<file path="src/rtl/multdiv_pkg.sv">
// Shared state encoding, opcodes and latencies for the multiply/divide unit.
// Latency constants count cycles from the start edge to the data_resultRDY cycle.
package multdiv_pkg;
  typedef enum logic [2:0] {IDLE, MULT, DIV, FIX, DONE} state_t;

  localparam logic [4:0] ALU_OP_MULT = 5'd6;
  localparam logic [4:0] ALU_OP_DIV  = 5'd7;
  localparam int         MULT_LAT    = 17;
  localparam int         DIV_LAT     = 34;
  localparam int         CNT_W       = 5;
endpackage

</file>
<file path="src/rtl/multdiv_if.sv">
// Start/operand/result bundle between execute control and the multiply/divide unit.
// No handshake: starts are single-cycle pulses, results are a one-cycle valid pulse.
interface multdiv_if #(
  parameter int WIDTH = 32
);
  logic             ctrl_MULT;
  logic             ctrl_DIV;
  logic [WIDTH-1:0] data_operandA;
  logic [WIDTH-1:0] data_operandB;
  logic [WIDTH-1:0] data_result;
  logic             data_exception;
  logic             data_resultRDY;
  logic             busy;

  modport master (
    output ctrl_MULT, ctrl_DIV, data_operandA, data_operandB,
    input  data_result, data_exception, data_resultRDY, busy
  );

  modport slave (
    input  ctrl_MULT, ctrl_DIV, data_operandA, data_operandB,
    output data_result, data_exception, data_resultRDY, busy
  );
endinterface

</file>
<file path="src/rtl/multdiv_booth_enc.sv">
// Radix-4 Booth digit decoder: {b[2i+1], b[2i], b[2i-1]} -> digit in {0, +-1, +-2}.
// Purely combinational, no latency, no flow control.
module multdiv_booth_enc (
  input  logic [2:0] bits,
  output logic       neg,
  output logic       zero,
  output logic       two
);
  always_comb begin
    neg  = bits[2] & ~(bits[1] & bits[0]);
    zero = (bits == 3'b000) || (bits == 3'b111);
    two  = (bits == 3'b011) || (bits == 3'b100);
  end
endmodule

</file>
<file path="src/rtl/multdiv_unit.sv">
// Signed multiply (RDY at cycle 17) / divide (RDY at cycle 34); MULTDIV_EARLY_DIV0_EN makes div-by-zero finish in cycle 1.
// No backpressure: busy stalls the pipe, data_resultRDY pulses once and the result is held until the next completion.
module multdiv_unit
  import multdiv_pkg::*;
#(
  parameter int WIDTH      = 32,
  parameter int MULT_ITERS = WIDTH / 2,
  parameter int DIV_ITERS  = WIDTH
) (
  input logic      clock,
  input logic      reset,
  multdiv_if.slave bus
);
  state_t             state, state_nxt;
  logic [CNT_W-1:0]   cnt;
  logic               start, mult_last, div_last;

  logic [2*WIDTH:0]   prod, prod_step;
  logic [WIDTH-1:0]   mcand;
  logic               b_neg, b_zero, b_two;
  logic signed [WIDTH+1:0] m_ext, pp, sum;
  logic               mult_ovf;

  logic [WIDTH-1:0]   rem, quo, dvs, rem_step, quo_step;
  logic [WIDTH:0]     shifted;
  logic               ge;
  logic [WIDTH-1:0]   abs_a, abs_b;
  logic               div_neg, div_zero, div_ovf;

  logic [WIDTH-1:0]   result_q;
  logic               exc_q;

  assign start     = bus.ctrl_MULT | bus.ctrl_DIV;
  assign mult_last = (cnt == CNT_W'(MULT_ITERS - 1));
  assign div_last  = (cnt == CNT_W'(DIV_ITERS - 1));
  assign abs_a     = bus.data_operandA[WIDTH-1] ? -bus.data_operandA : bus.data_operandA;
  assign abs_b     = bus.data_operandB[WIDTH-1] ? -bus.data_operandB : bus.data_operandB;

  assign bus.data_result    = result_q;
  assign bus.data_exception = exc_q;

  multdiv_booth_enc u_booth_enc (
    .bits (prod[2:0]),
    .neg  (b_neg),
    .zero (b_zero),
    .two  (b_two)
  );

  // prod = {hi, lo, extra}: hi accumulates, lo holds the unconsumed multiplier bits.
  always_comb begin
    m_ext = {{2{mcand[WIDTH-1]}}, mcand};
    pp    = '0;
    if (!b_zero) pp = b_two ? (m_ext <<< 1) : m_ext;
    if (b_neg) pp = -pp;
    sum       = $signed({{2{prod[2*WIDTH]}}, prod[2*WIDTH:WIDTH+1]}) + pp;
    prod_step = {sum, prod[WIDTH:2]};
    mult_ovf  = !((&prod_step[2*WIDTH:WIDTH]) || (~|prod_step[2*WIDTH:WIDTH]));
  end

  always_comb begin
    shifted  = {rem, quo[WIDTH-1]};
    ge       = shifted >= {1'b0, dvs};
    rem_step = ge ? WIDTH'(shifted - {1'b0, dvs}) : shifted[WIDTH-1:0];
    quo_step = {quo[WIDTH-2:0], ge};
  end

  always_ff @(posedge clock or posedge reset) begin
    if (reset) state <= IDLE;
    else       state <= state_nxt;
  end

  always_comb begin
    state_nxt          = state;
    bus.busy           = (state == MULT) || (state == DIV) || (state == FIX);
    bus.data_resultRDY = (state == DONE);
    if (bus.ctrl_MULT) begin
      state_nxt = MULT;
    end else if (bus.ctrl_DIV) begin
`ifdef MULTDIV_EARLY_DIV0_EN
      state_nxt = (bus.data_operandB == '0) ? DONE : DIV;
`else
      state_nxt = DIV;
`endif
    end else begin
      case (state)
        MULT:    if (mult_last) state_nxt = DONE;
        DIV:     if (div_last) state_nxt = FIX;
        FIX:     state_nxt = DONE;
        DONE:    state_nxt = IDLE;
        default: state_nxt = IDLE;
      endcase
    end
  end

  always_ff @(posedge clock or posedge reset) begin
    if (reset) begin
      cnt      <= '0;
      prod     <= '0;
      mcand    <= '0;
      rem      <= '0;
      quo      <= '0;
      dvs      <= '0;
      div_neg  <= 1'b0;
      div_zero <= 1'b0;
      div_ovf  <= 1'b0;
      result_q <= '0;
      exc_q    <= 1'b0;
    end else if (start) begin
      cnt <= '0;
      if (bus.ctrl_MULT) begin
        mcand <= bus.data_operandA;
        prod  <= {{WIDTH{1'b0}}, bus.data_operandB, 1'b0};
      end else begin
        rem      <= '0;
        quo      <= abs_a;
        dvs      <= abs_b;
        div_neg  <= bus.data_operandA[WIDTH-1] ^ bus.data_operandB[WIDTH-1];
        div_zero <= (bus.data_operandB == '0);
        div_ovf  <= (bus.data_operandA == {1'b1, {(WIDTH-1){1'b0}}}) && (&bus.data_operandB);
`ifdef MULTDIV_EARLY_DIV0_EN
        if (bus.data_operandB == '0) begin
          result_q <= '0;
          exc_q    <= 1'b1;
        end
`endif
      end
    end else begin
      case (state)
        MULT: begin
          prod <= prod_step;
          cnt  <= mult_last ? '0 : cnt + 1'b1;
          if (mult_last) begin
            result_q <= prod_step[WIDTH:1];
            exc_q    <= mult_ovf;
          end
        end
        DIV: begin
          rem <= rem_step;
          quo <= quo_step;
          cnt <= div_last ? '0 : cnt + 1'b1;
        end
        FIX: begin
          // Magnitude quotient is exact except for sign; div-by-zero forces 0.
          result_q <= div_zero ? '0 : (div_neg ? -quo : quo);
          exc_q    <= div_zero | div_ovf;
        end
        default: ;
      endcase
    end
  end
endmodule

</file>
<file path="src/flat_wrapper.sv">
// flat-port wrapper written by rule: the top's interface ports become plain ports
module multdiv_unit_flat import multdiv_pkg::*;
#(
  parameter int WIDTH      = 32,
  parameter int MULT_ITERS = WIDTH / 2,
  parameter int DIV_ITERS  = WIDTH
)
  (clock, reset, bus_ctrl_MULT, bus_ctrl_DIV, bus_data_operandA, bus_data_operandB, bus_data_result, bus_data_exception, bus_data_resultRDY, bus_busy);
  multdiv_if #(.WIDTH(WIDTH)) bus_i ();
  input logic clock;
  input logic reset;
  input wire logic [$bits(bus_i.ctrl_MULT)-1:0] bus_ctrl_MULT;
  input wire logic [$bits(bus_i.ctrl_DIV)-1:0] bus_ctrl_DIV;
  input wire logic [$bits(bus_i.data_operandA)-1:0] bus_data_operandA;
  input wire logic [$bits(bus_i.data_operandB)-1:0] bus_data_operandB;
  output wire logic [$bits(bus_i.data_result)-1:0] bus_data_result;
  output wire logic [$bits(bus_i.data_exception)-1:0] bus_data_exception;
  output wire logic [$bits(bus_i.data_resultRDY)-1:0] bus_data_resultRDY;
  output wire logic [$bits(bus_i.busy)-1:0] bus_busy;
  assign bus_i.ctrl_MULT = bus_ctrl_MULT;
  assign bus_i.ctrl_DIV = bus_ctrl_DIV;
  assign bus_i.data_operandA = bus_data_operandA;
  assign bus_i.data_operandB = bus_data_operandB;
  assign bus_data_result = bus_i.data_result;
  assign bus_data_exception = bus_i.data_exception;
  assign bus_data_resultRDY = bus_i.data_resultRDY;
  assign bus_busy = bus_i.busy;
  multdiv_unit #(.WIDTH(WIDTH), .MULT_ITERS(MULT_ITERS), .DIV_ITERS(DIV_ITERS)) u_core (.clock(clock), .reset(reset), .bus(bus_i));
endmodule
</file>
<file path="config.mk">
export PLATFORM = sky130hd
export DESIGN_NAME = multdiv_unit_flat
export DESIGN_NICKNAME = d
export VERILOG_FILES = /design/src/rtl/multdiv_pkg.sv /design/src/rtl/multdiv_if.sv /design/src/rtl/multdiv_booth_enc.sv /design/src/rtl/multdiv_unit.sv /design/src/flat_wrapper.sv
export SDC_FILE = /design/constraint.sdc
export NUM_CORES = 1
export LEC_CHECK = 0
export ABC_AREA = 1
export CORE_UTILIZATION = 55
export CTS_BUF_LIST = sky130_fd_sc_hd__clkbuf_16
export DETAILED_ROUTE_END_ITERATION = 8
export PLACE_DENSITY = 0.74
export SYNTH_ARGS = -nofsm -noshare
export SYNTH_HDL_FRONTEND = slang
export SYNTH_SLANG_ARGS = --single-unit
</file>
<file path="constraint.sdc">
create_clock -name clock -period 22.4 [get_ports clock]
set_input_delay 4.48 -clock clock [delete_from_list [all_inputs] [get_ports clock]]
set_output_delay 4.48 -clock clock [all_outputs]
set_load 0.02 [all_outputs]
</file>
[Word level (Yosys, flattened, before mapping)]
Index checks and enable logic that the tools add are counted.
Word-level totals
  output and inout bits: 35
  word-level logic and storage cells: 96
  flip-flop bits (word level): 237
Operators by class
  bitwise operators: 8
  add/subtract/negate cells: 7
  reduce and logical (&&, ||, !) cells: 23
  equal/unequal tests: 15
  magnitude comparators: 1
  multiplexer cells: 30
Operators by type and width (count)
  $mux 32: 13
  $mux 65: 3
  $neg 32->32: 3
  $mux 34: 2
  $pmux 32 s2: 1
  $add 32x34->34: 1
  $neg 34->34: 1
  $ge 33x32->1: 1
  $reduce_and 33->1: 1
  $reduce_or 33->1: 1
  $eq 32x32->1 const B: 1
  $logic_not 32->1: 1
  $reduce_and 32->1: 1
  $sub 32x32->32: 1
  $mux 5: 3
  $mux 3: 4
  $pmux 5 s2: 1
  $reduce_and 2->1: 5
  $eq 3x2->1 const B: 3
  $eq 3x3->1 const B: 3
  $pmux 3 s3: 1
  $ne 4x3->1 const B: 2
  $reduce_bool 2->1: 3
  $add 5x1->5 const B: 1
  17 further kinds: 27

[Longest topological paths before layout]
Gate-level depths: netlist of the first run.
  depth in word-level cells: 13
  mapped depth: 34
  gate-level depth less buffers: 34

[Hierarchy]
From an unflattened synthesis of the first run, not the netlist that was laid out.
Unflattened totals
  cell total of the unflattened synthesis: 2839
  area, all modules: 18655.4 µm²
By module, submodules not included
  multdiv_unit: area each 18615.4 µm², cells each 2830, sequential area each 5930.7 µm², instances 1
  multdiv_booth_enc: area each 40.0 µm², cells each 9, sequential area each 0.0 µm², instances 1

[Worst setup path before layout of the first run]
Ideal clock, no wire load.
  path kind: input -> register
  start: input port bus_data_operandB[0]
  end: register u_core.dvs[28]
  setup time: 0.133 ns
  path slack: 16.068 ns
  stages on the path: 16
  data required time: 22.267 ns
  arrival time: 6.199 ns
  cells stage by stage: inv_1 > ha_1 > inv_1 > nor3_1 > nand2_1 > nor3_2 > nand3_1 > nor3_1 > nand2_1 > inv_1 > nand2_1 > nand2_1 > nand2_1 > or2_0 > nand3_1 > o21ai_0
Between the ends
  word-level cells in the longest chain between the ends: 2
Ends and longest elaborated chain
  start: declaration: RTL line flat_wrapper.sv:15  | input wire logic [$bits(bus_i.data_operandB)-1:0] bus_data_operandB;
  $neg 32->32: RTL line multdiv_unit.sv:37  | assign abs_b = bus.data_operandB[WIDTH-1] ? -bus.data_operandB : bus.data_operandB;
  $mux 32: RTL line multdiv_unit.sv:37
  end signal: assignment: RTL line multdiv_unit.sv:116  | dvs <= abs_b;
  end: declaration: RTL line multdiv_unit.sv:24  | logic [WIDTH-1:0] rem, quo, dvs, rem_step, quo_step;
No other way between the ends.
A chain may end at the register's enable or synchronous reset.

[Final worst setup path of the first run]
  start: input port bus_ctrl_DIV
  end: register u_core.cnt[3]
Between the ends
  word-level cells in the longest chain between the ends: 2
Ends and longest elaborated chain
  start: declaration: RTL line flat_wrapper.sv:13  | input wire logic [$bits(bus_i.ctrl_DIV)-1:0] bus_ctrl_DIV;
  $or 1x1->1 *: RTL line multdiv_unit.sv:33  | assign start = bus.ctrl_MULT | bus.ctrl_DIV;
  $reduce_bool 3->1 (no line) / $mux 5 (equally long branches)
  end signal: assignment: RTL line multdiv_unit.sv:131  | cnt <= mult_last ? '0 : cnt + 1'b1;
  end signal: assignment: RTL line multdiv_unit.sv:140  | cnt <= div_last ? '0 : cnt + 1'b1;
  end: declaration: RTL line multdiv_unit.sv:15  | logic [CNT_W-1:0] cnt;
Every way passes the cells marked *; elsewhere a longest branch is shown, timed or not.

==> summary.txt, run 1 <==
Switching pwr -> 0.757 mW
GP Congestion -> 1.04
Worst EP arrival -> 8140 ps
PwrDens -> 86.8 mW/mm²
CP most frequent cell -> inv_1
Initial antenna violation count -> 1
Maximum VDD drop -> 0.0645 mV
Final WL -> 59000 µm
Detailed placer's ending HPWL -> 44500 µm
Area after DPL -> 0.0197 mm²
Sw Share -> 42.0%
Area growth syn-to-layout -> 12.6%
WHS Path Cells -> 2
Netlist cell types -> 55
Part of the Yosys area used for sequential elements -> 32.2%
Slew HR -> 24.4%
Antenna-violating nets left -> 0
Number of global-route vias before repair -> 17.4k
Pins Over Slew Limit -> 0
Gate Count Post-Synth -> 2770
Gr ovfl total -> 0
Reg2Reg Depth -> 28
Clk pin slew, worst setup/hold paths -> 60 ps
CTS Hold Bufs -> 0
Status -> complete, no violations
Tmin final -> 7670 ps
First-pass GRT wire length -> 92700 µm
Final Cycle Share -> 34.2%
Worst setup path class -> primary input to flip-flop
Share of cells above drive strength 1 -> 3.97%
Final hold viol count -> 0
Final Non-Filler Cells -> 3286
Post-Syn Area -> 0.0184 mm²
CTS Buffer Depth -> 3
Core area -> 0.0328 mm²
Crit. End Element -> flip-flop
Setup tns final -> 0 ps
CTS tree -> built
Final net count -> 2964
Clk pwr share -> 27.9%
# clock sinks -> 237
Setup Skew -> 29.0 ps
Area of the die -> 0.0343 mm²
Hold Crit Start -> u_core.dvs[26]
Max stage delay on crit path -> 820 ps
Worst path slowest cell -> nor2_1
Slew @ Worst Pin -> 1130 ps
Worst Setup Start Kind -> primary input
Num CTS Buffers -> 29
# IOs -> 103
Pin count of the biggest net entering global routing -> 104
GRT Total Usage -> 34.7%
Reg-to-reg endpoint -> u_core.bus.data_exception
H-tree depth -> 1
1st-pass router iterations -> 6
Logic pwr share -> 41.6%
Leak Pwr -> 10.4 nW
Hold Crit Class -> flip-flop to flip-flop
Hold Path End -> u_core.dvs[26]
Clock latency on the worst-skew pair -> 590 ps
Resized Gates After CTS -> 0
Endpoints failing setup -> 0
Worst path buffer plus inverter count -> 5
Syn. warnings -> 0
WP data required -> 22870 ps
Port Buffer Count -> 102
Worst path cell trace -> clkdlybuf4s50_1 -> nor2_4 -> buf_4 -> clkinv_1 -> nor2_1 -> inv_1 -> nand2_1 -> inv_1 -> o32ai_1
Max-capacitance violation count -> 0
Rows -> 66
Die X -> 185 µm
CP max FO -> 77
Delay-heaviest family, CP -> buffers and inverters
Filler instances -> 3057
RSZ-0062 raised after global routing -> false
Hold WS -> 492 ps
R2R Setup Slk -> 16950 ps
Wirelength per Cell -> 17.9 µm
Via count -> 19.0k
FF+latch count, synth -> 237
DRC -> 0
Seq pwr share -> 30.6%
Die height -> 185 µm
F_max -> 130 MHz
# Post-CTS Setup Buffers -> 0
Mean Syn Cell Area -> 6.66 µm²
Root buffer cell -> clkbuf_16
Design area -> 0.0208 mm²
Internal -> 1.05 mW
Initial cell density of the core -> 56.2%
Vias per std cell -> 5.77
Syn nets -> 2914
Initial DRC Count -> 1807
Overall Power -> 1.80 mW
Placed Instances -> 3231
FF-to-FF Start -> u_core.prod[2]
-- final cells by class --
cell class	count	area, µm²	share of cell area, %
Clock buffer	29	726	3.50
Antenna cell	1	2.50	0.0121
Sequential cell	237	5930	28.6
Inverter	396	1490	7.20
Clock inverter	25	279	1.34
Tap cell	442	553	2.66
Timing Repair Buffer	119	1140	5.51
Multi-Input combinational cell	2037	10600	51.2
-- cells in the final DEF (no fill, tap or decap), drive strengths merged, types with 6 or more instances in the layout --
cell	n
nor2	221
o31ai	9
inv	398
a2bb2oi	26
clkdlybuf4s50	101
nand2	735
nor4	10
o221ai	18
nand3b	9
o21ai	280
dfrtp	237
ha	74
or2	6
nand3	253
a31oi	6
o211ai	49
nand4	30
clkbuf	29
nor3	33
xnor2	29
buf	18
a21oi	134
clkinv	15
o21bai	7
xor2	65
o21a	6
a21boi	7
o22ai	9
-- cells in the mapped netlist, drive strengths merged --
library cell | instances | area [µm²]
a21o | 4 | 30.0
nand4 | 30 | 188
nor2 | 221 | 852
xnor2 | 29 | 254
a221oi | 2 | 17.5
o41ai | 3 | 26.3
a31oi | 6 | 37.5
dfrtp | 237 | 5930
o2111ai | 1 | 8.76
nand3 | 253 | 1320
fa | 2 | 40.0
nor3 | 33 | 200
clkbuf | 84 | 315
a41oi | 1 | 8.76
ha | 74 | 926
inv | 392 | 1470
o22ai | 9 | 56.3
a21boi | 7 | 52.6
o221ai | 18 | 158
a31o | 1 | 8.76
o211ai | 49 | 368
nand2 | 735 | 2780
or2 | 6 | 37.5
o22a | 1 | 8.76
nor4 | 10 | 62.6
o21ai | 280 | 1410
a21oi | 134 | 674
a2bb2oi | 26 | 228
o21bai | 7 | 52.6
nand3b | 9 | 67.6
xor2 | 65 | 569
o31ai | 9 | 81.3
buf | 16 | 98.9
and2 | 3 | 18.8
o32ai | 1 | 8.76
or3 | 1 | 6.26
nor3b | 1 | 7.51
o21a | 6 | 45.0
clkinv | 4 | 15.0
-- worst min-delay path: stages, from the launching register on --
cell,delay (ps)
dfrtp_1,340
nand2_1,50
o21ai_0,60
-- per-layer routing --
metal  part of all wire [%]  vias to the layer above  global-route usage, %
li1                       -                     9207                      -
met1                     45                     8941                   49.5
met2                     45                      690                   54.2
met3                    7.1                      115                   4.19
met4                    3.2                        0                   12.0
met5                      0                        -                      0
-- cells by family (layout without fill, tap and decap cells) --
| group | Yosys count | after routing | share of synthesized area (%) |
|---|---|---|---|
| xor gates and xnor gates | 94 | 94 | 4.47 |
| buffers and inverters | 496 | 569 | 10.3 |
| and+or+nand+nor | 1302 | 1302 | 30.0 |
| adders and majority gates | 76 | 76 | 5.24 |
| AOI/OAI and AO/OA | 565 | 565 | 17.8 |
| DFF | 237 | 237 | 32.2 |
| other | 0 | 1 | 0 |
-- power groups by stage --
stage / Clock, mW / Sequential (mW) / Combinational [mW]
2_1_floorplan: 0 / 0.563 / 0.482
3_3_place_gp: 0 / 0.553 / 0.720
3_5_place_dp: 0 / 0.553 / 0.731
4_1_cts: 0.507 / 0.548 / 0.737
5_1_grt: 0.522 / 0.557 / 0.827
6_report: 0.502 / 0.551 / 0.749
-- through the flow --
step / setup WS, ps / util, %
2_1_floorplan: 11420 / -
3_3_place_gp: 14310 / 60.2
5_1_grt: 14290 / 63.3
3_5_place_dp: 14180 / 60.2
6_report: 14730 / 63.3
4_1_cts: 14780 / 63.3
-- flip-flops by register name (all words and copies together), names as in the netlist, 3 cells and up --
register and cells:
u_core.state 3, u_core.rem 32, u_core.bus.data_result 32, u_core.cnt 5, u_core.quo 32, u_core.prod 65, u_core.dvs 32, u_core.mcand 32
-- how the worst max path moves through the flow --
stage	startpoint	end	slack, ps	cells after the start
floorplan	reset	u_core.bus.data_exception	11420	1
detailed placement	bus_ctrl_DIV	u_core.cnt[0]	14180	11
global placement	bus_ctrl_DIV	u_core.cnt[0]	14310	11
CTS	bus_ctrl_DIV	u_core.cnt[3]	14780	9
global route	bus_ctrl_MULT	u_core.cnt[0]	14290	11
finish	bus_ctrl_DIV	u_core.cnt[3]	14730	9
Power figures use the tool's default switching activity.
==> run 2: changes to the inputs <==
==> constraint.sdc (replaced) <==
create_clock -name clock -period 7.3 [get_ports clock]
set_input_delay 1.46 -clock clock [delete_from_list [all_inputs] [get_ports clock]]
set_output_delay 1.46 -clock clock [all_outputs]
set_load 0.02 [all_outputs]
==> summary.txt, run 2 (same netlist as run 1, synthesis figures left out) <==
Status -> complete, no violations
CP most frequent cell -> nand2_1
Worst path buffer plus inverter count -> 3 (-2)
Maximum VDD drop -> 0.296 mV (+360%)
Max FFs per register -> 65 (unchanged)
R2R Setup Slk -> 2180 ps (-14770 ps)
Worst Setup SP -> u_core.prod[2]
Switching pwr -> 2.27 mW (+200%)
Vias per std cell -> 5.75 (-0.29%)
Final Non-Filler Cells -> 3284 (-0.061%)
Reg-to-reg endpoint -> u_core.bus.data_exception
H-tree depth -> 1 (unchanged)
Internal -> 3.22 mW (+210%)
DRC -> 0 (unchanged)
# IOs -> 103 (unchanged)
Setup Skew -> 9.03 ps (-20.0 ps)
Root buffer cell -> clkbuf_16
Resized Gates After CTS -> 0 (unchanged)
Slew @ Worst Pin -> 1080 ps (-51.1 ps)
Wirelength per Cell -> 18.1 µm (+0.77%)
Worst path slowest cell -> nand2_2
First-pass GRT wire length -> 93300 µm (+0.60%)
Area of the die -> 0.0343 mm² (unchanged)
Clk pwr share -> 27.4% (-0.5 points)
Worst EP arrival -> 5570 ps (-2570 ps)
Crit. End Element -> flip-flop
Setup tns final -> 0 ps (unchanged)
Initial antenna violation count -> 0 (-1)
Hold Crit Start -> u_core.dvs[14]
Antenna-violating nets left -> 0 (unchanged)
Final net count -> 2965 (+0.034%)
# Post-CTS Setup Buffers -> 0 (unchanged)
Pin count of the biggest net entering global routing -> 142 (+37%)
WP depth -> 29 (+20)
Area growth syn-to-layout -> 12.6% (unchanged)
# clock sinks -> 237 (unchanged)
RSZ-0062 raised after global routing -> false
Gr ovfl total -> 0 (unchanged)
Initial DRC Count -> 1514 (-16%)
Number of global-route vias before repair -> 17.7k (+1.6%)
Most frequent cells in the layout -> nand2_1 (723), inv_1 (390), o21ai_0 (275), nand3_1 (243), dfrtp_1 (237)
Pins Over Slew Limit -> 0 (unchanged)
Leak Pwr -> 10.4 nW (about the same)
WP data required -> 7750 ps (-15120 ps)
GRT Total Usage -> 34.9% (+0.23 points)
Final WL -> 59400 µm (+0.71%)
Logic pwr share -> 41.8% (+0.2 points)
F_max -> 195 MHz
WHS Path Cells -> 2 (unchanged)
Max-capacitance violation count -> 0 (unchanged)
Largest register by flop count -> u_core.prod
GP Congestion -> 0.959 (-7.6%)
Final Cycle Share -> 70.2%
Final hold viol count -> 0 (unchanged)
CTS Hold Bufs -> 0 (unchanged)
Rows -> 66 (unchanged)
Die X -> 185 µm (unchanged)
Endpoints failing setup -> 0 (unchanged)
Antenna cells -> 0 (-1)
Hold Crit Class -> flip-flop to flip-flop
Initial cell density of the core -> 56.2% (unchanged)
Via count -> 18.9k (-0.35%)
Worst setup path class -> flip-flop to flip-flop
PwrDens -> 265 mW/mm² (+200%)
Delay-heaviest family, CP -> simple AND/OR/NAND/NOR gates
Max stage delay on crit path -> 490 ps (-330 ps)
Detailed placer's ending HPWL -> 45100 µm (+1.3%)
Reg2Reg Depth -> 29 (+3.6%)
Die height -> 185 µm (unchanged)
Seq pwr share -> 30.8% (+0.2 points)
FF-to-FF Start -> u_core.prod[2]
Port Buffer Count -> 102 (unchanged)
Share of cells above drive strength 1 -> 4.12% (+0.14 points)
Placed Instances -> 3234 (+0.093%)
Clk pin slew, worst setup/hold paths -> 70 ps (about the same)
Tmin final -> 5120 ps
1st-pass router iterations -> 6 (unchanged)
Worst Setup Start Kind -> flip-flop
Core area -> 0.0328 mm² (unchanged)
Commonest non-fill, non-tap cell in the layout -> nand2_1
Clock latency on the worst-skew pair -> 560 ps (-30 ps)
CTS tree -> built
Num CTS Buffers -> 27 (-6.9%)
CTS Buffer Depth -> 3 (unchanged)
Sw Share -> 41.3% (-0.68 points)
Slew HR -> 27.8% (+3.4 points)
Hold Path End -> u_core.dvs[14]
CP max FO -> 29 (-62%)
run 2: cell types whose count changed in the layout (fill, tap and decap cells not counted), moves of 2 or more:
| cell | change |
|---|---|
| buf_4 | +2 |
| clkinv_1 | -4 |
| clkbuf_16 | -2 |
| inv_6 | -2 |
| bufinv_16 | +2 |
| clkinv_2 | +5 |
run 2: how the worst max path moves through the flow:
stage / to
floorplan: u_core.bus.data_exception
global placement: u_core.bus.data_result[3]
detailed placement: u_core.bus.data_result[20]
CTS: u_core.bus.data_exception
global route: u_core.bus.data_exception
finish: u_core.bus.data_exception
run 2: metrics by stage:
step | setup slack (ps) | total power [mW] | cell area [µm²] | util (%) | hold WS (ps)
6_report | 2180 | 5.49 | 20800 | 63.3 | 492
5_1_grt | 1600 | 5.83 | 20800 | 63.3 | 516
4_1_cts | 2280 | 5.48 | 20800 | 63.3 | 490
3_5_place_dp | 2130 | 3.96 | 19800 | 60.3 | 474
3_3_place_gp | 2320 | 3.93 | 19800 | 60.3 | 469
2_1_floorplan | 2730 | 3.21 | 18400 | - | 447
run 2: tightest hold or removal path, cell delays in order, from the launching register on:
cell,delay (ps)
dfrtp_1,350
nand2_1,50
o21ai_0,60
run 2: final cells by class:
cell class | instances | area, µm²
tap | 442 | 553
clock buffer | 27 | 676
fill | 3124 | 12000
clock inverter | 23 | 300
timing repair buffer | 122 | 1180
inverter | 396 | 1490
sequential | 237 | 5930
multi-input combinational | 2037 | 10600
run 2: routing by layer:
| layer | wire length [µm] | vias to the layer above | global-route usage, % |
|---|---|---|---|
| li1 | - | 9190 | - |
| met5 | 0 | - | 0 |
| met4 | 2200 | 0 | 13.0 |
| met2 | 26700 | 657 | 55.1 |
| met3 | 4160 | 128 | 5.05 |
| met1 | 26300 | 8911 | 48.4 |
run 2: power by group through the flow:
stage          Combinational (mW)  Sequential [mW]  Clock (mW)
4_1_cts                      2.27             1.69        1.52
5_1_grt                      2.55             1.71        1.57
6_report                     2.30             1.69        1.50
2_1_floorplan                1.48             1.73           0
3_5_place_dp                 2.25             1.70           0
3_3_place_gp                 2.22             1.70           0
